`config.mk`:
```
export PLATFORM = sky130hd
export DESIGN_NAME = clk_gen_multi_flat
export DESIGN_NICKNAME = d
export VERILOG_FILES = /design/src/rtl/clk_gen_multi_if.sv /design/src/rtl/clk_gen_multi.sv /design/src/flat_wrapper.sv
export SDC_FILE = /design/constraint.sdc
export NUM_CORES = 1
export LEC_CHECK = 0
export CORE_UTILIZATION = 60
export DETAILED_ROUTE_END_ITERATION = 8
export PLACE_DENSITY = 0.78
export SYNTH_ARGS = -nofsm -noshare
export SYNTH_HDL_FRONTEND = slang
export SYNTH_SLANG_ARGS = --single-unit
```
`constraint.sdc`:
```
create_clock -name clk_in -period 3.1 [get_ports clk_in]
set_input_delay 0.465 -clock clk_in [delete_from_list [all_inputs] [get_ports clk_in]]
set_output_delay 0.465 -clock clk_in [all_outputs]
set_load 0.01 [all_outputs]
```
`src/rtl/clk_gen_multi_if.sv`:
```
// Configuration write bus for clk_gen_multi: one-cycle strobe carrying channel, divisor and mode.
interface clk_gen_multi_if #(
    parameter int CH_W  = 2,
    parameter int WIDTH = 26
);
    logic             cfg_we;
    logic [CH_W-1:0]  cfg_ch;
    logic [WIDTH-1:0] cfg_div;
    logic             cfg_mode;

    modport master (output cfg_we, cfg_ch, cfg_div, cfg_mode);
    modport slave  (input  cfg_we, cfg_ch, cfg_div, cfg_mode);
endinterface

```
`src/rtl/clk_gen_multi.sv`:
```
// Multi-channel programmable tick / derived-clock generator with double-buffered divisor and mode.
// Optional global phase realign input `sync` is compiled in with CLKGEN_SYNC_EN.
module clk_gen_ch #(
    parameter int               WIDTH       = 26,
    parameter logic [WIDTH-1:0] DEFAULT_DIV = '0
) (
    input  logic             clk_in,
    input  logic             reset,
    input  logic             en_i,
    input  logic             sync_i,
    input  logic             wr_i,
    input  logic [WIDTH-1:0] wdiv_i,
    input  logic             wmode_i,
    output logic             clk_o,
    output logic             tick_o,
    output logic             pend_o
);
    logic [WIDTH-1:0] cnt_q, cnt_d, act_div_q, act_div_d, sh_div_q, sh_div_d;
    logic             act_mode_q, act_mode_d, sh_mode_q, sh_mode_d;
    logic             pend_q, pend_d, clk_q, clk_d, tick_q, tick_d;

    always_comb begin
        cnt_d      = cnt_q;
        act_div_d  = act_div_q;
        act_mode_d = act_mode_q;
        sh_div_d   = sh_div_q;
        sh_mode_d  = sh_mode_q;
        pend_d     = pend_q;
        clk_d      = clk_q;
        tick_d     = tick_q;
        if (sync_i || !en_i) begin
            // Idle/realign: drain the old shadow first, a same-cycle write then re-arms it
            cnt_d  = '0;
            clk_d  = 1'b0;
            tick_d = 1'b0;
            if (pend_q) begin
                act_div_d  = sh_div_q;
                act_mode_d = sh_mode_q;
                pend_d     = 1'b0;
            end
            if (wr_i) begin
                sh_div_d  = wdiv_i;
                sh_mode_d = wmode_i;
                pend_d    = 1'b1;
            end
        end else if (cnt_q >= act_div_q) begin
            cnt_d  = '0;
            tick_d = 1'b1;
            clk_d  = act_mode_q ? 1'b1 : ~clk_q;
            if (wr_i) begin
                act_div_d  = wdiv_i;
                act_mode_d = wmode_i;
                sh_div_d   = wdiv_i;
                sh_mode_d  = wmode_i;
                pend_d     = 1'b0;
            end else if (pend_q) begin
                act_div_d  = sh_div_q;
                act_mode_d = sh_mode_q;
                pend_d     = 1'b0;
            end
        end else begin
            cnt_d  = cnt_q + WIDTH'(1);
            tick_d = 1'b0;
            if (act_mode_q) clk_d = 1'b0;
            if (wr_i) begin
                sh_div_d  = wdiv_i;
                sh_mode_d = wmode_i;
                pend_d    = 1'b1;
            end
        end
    end

    always_ff @(posedge clk_in) begin
        if (reset) begin
            cnt_q      <= '0;
            act_div_q  <= DEFAULT_DIV;
            act_mode_q <= 1'b0;
            sh_div_q   <= DEFAULT_DIV;
            sh_mode_q  <= 1'b0;
            pend_q     <= 1'b0;
            clk_q      <= 1'b0;
            tick_q     <= 1'b0;
        end else begin
            cnt_q      <= cnt_d;
            act_div_q  <= act_div_d;
            act_mode_q <= act_mode_d;
            sh_div_q   <= sh_div_d;
            sh_mode_q  <= sh_mode_d;
            pend_q     <= pend_d;
            clk_q      <= clk_d;
            tick_q     <= tick_d;
        end
    end

    assign clk_o  = clk_q;
    assign tick_o = tick_q;
    assign pend_o = pend_q;
endmodule

module clk_gen_multi #(
    parameter int          CHANNELS    = 4,
    parameter int          WIDTH       = 26,
    parameter int unsigned DEFAULT_DIV = 49_999_999,
    parameter int          CH_W        = (CHANNELS > 1) ? $clog2(CHANNELS) : 1
) (
    input  logic                clk_in,
    input  logic                reset,
    clk_gen_multi_if.slave      cfg,
    input  logic [CHANNELS-1:0] ch_en,
`ifdef CLKGEN_SYNC_EN
    input  logic                sync,
`endif
    output logic [CHANNELS-1:0] clk_out,
    output logic [CHANNELS-1:0] tick,
    output logic [CHANNELS-1:0] pending
);
    logic sync_w;
`ifdef CLKGEN_SYNC_EN
    assign sync_w = sync;
`else
    assign sync_w = 1'b0;
`endif

    // Out-of-range cfg_ch values match no channel and are dropped
    for (genvar i = 0; i < CHANNELS; i++) begin : g_ch
        clk_gen_ch #(
            .WIDTH       (WIDTH),
            .DEFAULT_DIV (WIDTH'(DEFAULT_DIV))
        ) u_ch (
            .clk_in  (clk_in),
            .reset   (reset),
            .en_i    (ch_en[i]),
            .sync_i  (sync_w),
            .wr_i    (cfg.cfg_we && (cfg.cfg_ch == CH_W'(i))),
            .wdiv_i  (cfg.cfg_div),
            .wmode_i (cfg.cfg_mode),
            .clk_o   (clk_out[i]),
            .tick_o  (tick[i]),
            .pend_o  (pending[i])
        );
    end
endmodule

```
`src/flat_wrapper.sv`:
```
// flat-port wrapper written by rule: the top's interface ports become plain ports
module clk_gen_multi_flat 
#(
    parameter int          CHANNELS    = 4,
    parameter int          WIDTH       = 26,
    parameter int unsigned DEFAULT_DIV = 49_999_999,
    parameter int          CH_W        = (CHANNELS > 1) ? $clog2(CHANNELS) : 1
)
  (clk_in, reset, ch_en, clk_out, tick, pending, cfg_cfg_we, cfg_cfg_ch, cfg_cfg_div, cfg_cfg_mode);
  clk_gen_multi_if #(.CH_W(CH_W), .WIDTH(WIDTH)) cfg_i ();
  input  logic clk_in;
  input  logic reset;
  input  logic [CHANNELS-1:0] ch_en;
  output logic [CHANNELS-1:0] clk_out;
  output logic [CHANNELS-1:0] tick;
  output logic [CHANNELS-1:0] pending;
  input wire logic [$bits(cfg_i.cfg_we)-1:0] cfg_cfg_we;
  input wire logic [$bits(cfg_i.cfg_ch)-1:0] cfg_cfg_ch;
  input wire logic [$bits(cfg_i.cfg_div)-1:0] cfg_cfg_div;
  input wire logic [$bits(cfg_i.cfg_mode)-1:0] cfg_cfg_mode;
  assign cfg_i.cfg_we = cfg_cfg_we;
  assign cfg_i.cfg_ch = cfg_cfg_ch;
  assign cfg_i.cfg_div = cfg_cfg_div;
  assign cfg_i.cfg_mode = cfg_cfg_mode;
  clk_gen_multi #(.CHANNELS(CHANNELS), .WIDTH(WIDTH), .DEFAULT_DIV(DEFAULT_DIV), .CH_W(CH_W)) u_core (.clk_in(clk_in), .reset(reset), .cfg(cfg_i), .ch_en(ch_en), .clk_out(clk_out), .tick(tick), .pending(pending));
endmodule
```
Word level (Yosys, flattened, before mapping)

Cells that the tools add are included.

Bits in registers: 332
Word-level logic and storage cells: 140

Bitwise logic cells: 8
Order comparisons: 4
Eq/ne operators: 11
Add/subtract/negate cells: 4
Reduce and logical (&&, ||, !) cells: 17
Mux-type cells: 64

Operators with widths:

| cell                                                                    | count |
|---|---|
| 26-bit two-way mux                                                      | 16 |
| 26-bit by 1-bit adder with 26-bit output, second input constant         | 4 |
| 26-bit greater-or-equal comparator                                      | 4 |
| 1-bit two-way mux                                                       | 48 |
| 3-bit by 1-bit inequality test with 1-bit output, second input constant | 4 |
| 3-bit OR reduction                                                      | 4 |
| 2-bit by 1-bit inequality test with 1-bit output, second input constant | 4 |
| 1-bit NOT                                                               | 8 |
| 2-bit nonzero test                                                      | 4 |
| 2-bit OR reduction                                                      | 4 |
| 2-bit == test, second input constant                                    | 2 |
| 1-bit logical AND                                                       | 4 |
| 2-bit by 1-bit == test with 1-bit output, second input constant         | 1 |
| 2-bit zero test                                                         | 1 |

Logic depth before layout (Yosys ltp)

Depth in word-level cells: 5
Gate-level depth with buffers: 11
Mapped depth without buffers: 9

Hierarchy

A second synthesis with hierarchy kept.

Cell total of the unflattened synthesis: 2076
Area total of the unflattened synthesis: 18577.8 µm²

By module, submodules not included:

| module                               | instances | area each (µm²) | seq. area each (µm²) | cells an instance |
|---|---|---|---|---|
| clk_gen_ch (u_core.g_ch[0].u_ch ...) | 3         | 4667.0          | 1661.6               | 517 |
| clk_gen_ch (u_core.g_ch[3].u_ch)     | 1         | 4535.6          | 1661.6               | 520 |
| clk_gen_multi                        | 1         | 41.3            | 0.0                  | 5 |

Worst setup path after synthesis

No wires, ideal clock.

Kind: register -> register
Start: register u_core.g_ch[1].u_ch.cnt_q[0]
End: register u_core.g_ch[1].u_ch.act_div_q[3]
Arrival: 2.260 ns
Setup time: 0.120 ns
Slack: 0.720 ns
Stages on the path, launching flop included: 12
Path buffers: 2
Data required time: 2.980 ns
Cells stage by stage: dfxtp_1 inv_1 ha_1 nand2b_1 a211oi_1 nor3_1 o41a_1 nor3b_1 buf_2 buf_4 a211oi_1 a211o_1

Word-level cells in the longest chain between the ends: 2

RTL lines:

| what                                                       | line                | RTL |
|---|---|---|
| start: declaration                                         | clk_gen_multi.sv:18 | `logic [WIDTH-1:0] cnt_q, cnt_d, act_div_q, act_div_d, sh_div_q, sh_div_d;` |
| start signal: assignment                                   | clk_gen_multi.sv:84 | `cnt_q <= cnt_d;` |
| 26-bit greater-or-equal comparator                         | clk_gen_multi.sv:46 | `end else if (cnt_q >= act_div_q) begin` |
| 2-bit by 1-bit inequality test with 1-bit output (no line) | -                   |  |
| end signal: assignment                                     | clk_gen_multi.sv:85 | `act_div_q <= act_div_d;` |
| end: declaration                                           | clk_gen_multi.sv:18 |  |

No other way between the ends.
A chain may end at the register's enable or synchronous reset.

Final worst setup path

Start: register u_core.g_ch[3].u_ch.act_div_q[13]
End: register u_core.g_ch[3].u_ch.act_div_q[5]

Word-level cells in the longest chain between the ends: 2

RTL lines:

| what                                                       | line |
|---|---|
| start: declaration                                         | clk_gen_multi.sv:18 |
| start signal: assignment                                   | clk_gen_multi.sv:85 |
| 26-bit greater-or-equal comparator                         | clk_gen_multi.sv:46 |
| 2-bit by 1-bit inequality test with 1-bit output (no line) | - |

No other way between the ends.

==> flow_metrics.tcl <==
set metrics [dict create \
    status "complete, no violations" \
    wirelength_mm 42.6 \
    rsz0062_at_grt "false" \
    grt_pass1_wl_mm 69.8 \
    htreeDepth 2 \
    drive_above_1_share_pct 4.78 \
    die_h_um 173 \
    port_buffers 47 \
    p_leak_nw 7.91 \
    cp-end-kind "register" \
    whs_path_depth 2 \
    grt_max_degree 104 \
    finalPower_mw 9.51 \
    path_cells "inv_1, ha_1, nand2_1, o21ai_0, a221oi_1, o211ai_1, or2_2, nor2_1, a211o_1" \
    fin_nets 2233 \
    synth_edf_count 0 \
    setup-violations-final 0 \
    final_hold_viol_count 0 \
    yosys_warnings 0 \
    start_util_pct 60.9 \
    clock_power_share_pct 43.6 \
    gp_congestion 0.865 \
    ant_nets 0 \
    worstHoldStart "reset" \
    route.vias.total 14500 \
    vias_per_cell 5.80 \
    hold_class "input port to register" \
    register_area_mm2 0.00665 \
    crit_type "register to register" \
    fmax_ghz 0.363 \
    p_seq_share_pct 47.5 \
    yosysTopAreaCell "dfxtp_1" \
    die-area_mm2 0.0298 \
    ios 48 \
    antenna_found_initial 0 \
    diodes 0 \
    yosys_register_bits 332 \
    grt-ovfl-total 0 \
    reg2reg_slack_ps 340 \
    worstSetupStartpointType "register" \
    die_w_um 173 \
    fillers 2379 \
    ctsHoldBuffers 0 \
    synthTopCellsByArea "dfxtp_1, ha_1, nand2_1, nor2_1, mux2i_1" \
    post_cts_buffers 0 \
    peakVddDrop_mv 0.428 \
    detailed_place_hpwl_mm 27.8 \
    p_per_area_mw_per_mm2 499 \
    synth_cell_type_count 60 \
    grt_pass1_vias 13900 \
    syn_to_final_growth_pct 9.17 \
    clk_latency_ps 530 \
    slew_headroom_pct 42.3 \
    crit_required_ps 3510 \
    r2r-start "u_core.g_ch[3].u_ch.act_div_q[13]" \
    syn_nets 2280 \
    crit_path_top_delay_cell "or2_2" \
    ys_dominant_reg_cell "dfxtp_1" \
    avgSynthCellArea_um2 8.18 \
    coreArea_mm2 0.0287 \
    multi_input_area_mm2 0.00961 \
    netlist_area_mm2 0.0175 \
    rows 62 \
    cts_resized 0 \
    synth_commonest_cells "dfxtp_1, nand2_1, nor2_1" \
    wl_per_cell_um 17.0 \
    worst_slew_pin_slew_ps 865 \
    grt_usage_pct 28.4 \
    post-route-min-period_ps 2760 \
    netlist_instances 2136 \
    clock-sinks 332 \
    drv_slew 0 \
    cts_buffers 36 \
    clk_pin_slew_ps 60 \
    cpPeakStageDelay_ps 780 \
    p_int_mw 7.15 \
    critPathMaxFanout 45 \
    p_comb_share_pct 8.9 \
    p_switching_mw 2.36 \
    clockBufferDepth 3 \
    drt_pass1_iterations 7 \
    switching_share_pct 24.8 \
    yosysMostFrequentCell "dfxtp_1" \
    hold_end "u_core.g_ch[3].u_ch.act_div_q[18]" \
    seq_area_frac_synth_pct 38.0 \
    ctsRootBufferMaster "clkbuf_16" \
    maxCapViolCount 0 \
    finalSetupTns_ps 0 \
    r2r_end "u_core.g_ch[3].u_ch.act_div_q[5]" \
    arrival_ps 3170 \
    r2r_cells 9 \
    drc 0 \
    synth_top_area_share_pct 38.0 \
    tritoncts "yes" \
    fin_skew_ps 18.1 \
    drt_iter0_markers 1195 \
    period_share_pct 88.9 \
    async_flop_share_pct 0 \
]
==> critical path, delay by kind of cell (launching register included) <==
family                     cells  cell delay, ps
AOI/OAI and AO/OA              4            1020
adders and majority gates      1             300
buffers and inverters          1              60
DFF                            1             330
and+or+nand+nor                3             960
==> logic make-up (layout without fill, tap and decap cells) <==
logic type | Yosys count | after routing | share of synthesized area, %
mux | 109 | 109 | 6.24
xor+xnor | 97 | 97 | 4.86
flops | 332 | 332 | 38.0
buf+inv | 280 | 259 | 7.02
fa+ha+maj | 108 | 108 | 7.73
simple gates | 836 | 836 | 22.0
compound gates | 374 | 374 | 14.1
==> per-layer routing <==
metal | share of wire, % | vias up | routed length [um] | global-route usage (%)
met1 | 45 | 6879 | 19000 | 37.1
met5 | 0 | - | 0 | 0
met3 | 6.1 | 90 | 2590 | 5.23
met4 | 3.8 | 0 | 1600 | 12.5
met2 | 45 | 373 | 19400 | 45.9
li1 | - | 7149 | - | -
==> cells in the final DEF, fill, tap and decap left out, types with 7 or more instances in the layout <==
master / n
a211oi_1: 45
nand4_1: 27
ha_1: 108
nor2b_1: 7
nand2b_1: 14
o31ai_1: 8
nand2_1: 310
mux2i_1: 109
a21oi_1: 178
xnor2_1: 42
nor3_1: 18
a211o_1: 72
clkbuf_1: 10
a311o_1: 18
nand3b_1: 73
dfxtp_1: 332
nor2_1: 292
nand3_1: 33
o21ai_0: 28
and3_1: 22
inv_1: 119
clkdlybuf4s50_1: 46
buf_4: 21
xor2_1: 55
and4_1: 11
clkbuf_16: 37
==> power groups by stage <==
stage	Clock (mW)	Combinational [mW]	Sequential (mW)
2_1_floorplan	0	0.624	4.57
3_3_place_gp	0	0.810	4.60
3_5_place_dp	0	0.839	4.60
4_1_cts	4.20	0.846	4.51
5_1_grt	4.37	0.943	4.53
6_report	4.15	0.851	4.52
==> registers in the layout (all words and copies together), names as in the netlist <==
name                         count
u_core.g_ch.u_ch.act_div_q     104
u_core.g_ch.u_ch.act_mode_q      4
u_core.g_ch.u_ch.clk_o           4
u_core.g_ch.u_ch.cnt_q         104
u_core.g_ch.u_ch.pend_o          4
u_core.g_ch.u_ch.sh_div_q      104
u_core.g_ch.u_ch.sh_mode_q       4
u_core.g_ch.u_ch.tick_o          4
==> worst max path at each step <==
stage                                                    to                               from  depth (start not counted)
final                      u_core.g_ch[3].u_ch.act_div_q[5]  u_core.g_ch[3].u_ch.act_div_q[13]                          9
after global routing       u_core.g_ch[3].u_ch.act_div_q[5]  u_core.g_ch[3].u_ch.act_div_q[13]                          9
after CTS                 u_core.g_ch[2].u_ch.act_div_q[23]  u_core.g_ch[2].u_ch.act_div_q[20]                         10
after detailed placement  u_core.g_ch[2].u_ch.act_div_q[20]  u_core.g_ch[2].u_ch.act_div_q[20]                         10
after global placement    u_core.g_ch[3].u_ch.act_div_q[13]  u_core.g_ch[3].u_ch.act_div_q[13]                          9
after floorplan            u_core.g_ch[1].u_ch.act_div_q[3]       u_core.g_ch[1].u_ch.cnt_q[0]                         11
==> stage by stage <==
| stage | utilization, % | cell area [um2] | hold slack [ps] | cells | setup slack, ps |
|---|---|---|---|---|---|
| 6_report | 66.5 | 19100 | 333 | 2499 | 345 |
| 5_1_grt | 66.5 | 19100 | 363 | 2499 | 105 |
| 4_1_cts | 66.5 | 19100 | 323 | 2499 | 368 |
| 3_5_place_dp | 62.5 | 17900 | 449 | 2435 | 400 |
| 3_3_place_gp | 62.5 | 17900 | 442 | 2435 | 482 |
| 2_1_floorplan | - | 17500 | 436 | 2136 | 720 |
==> area by class of cell <==
class / instances / area share, %
clock buffer: 52 / 5.41
sequential: 332 / 34.8
inverter: 121 / 2.38
clock inverter: 12 / 0.525
timing repair buffer: 74 / 3.93
tap: 384 / 2.52
multi-input combinational: 1524 / 50.4
(Power assumes the default switching activity.)
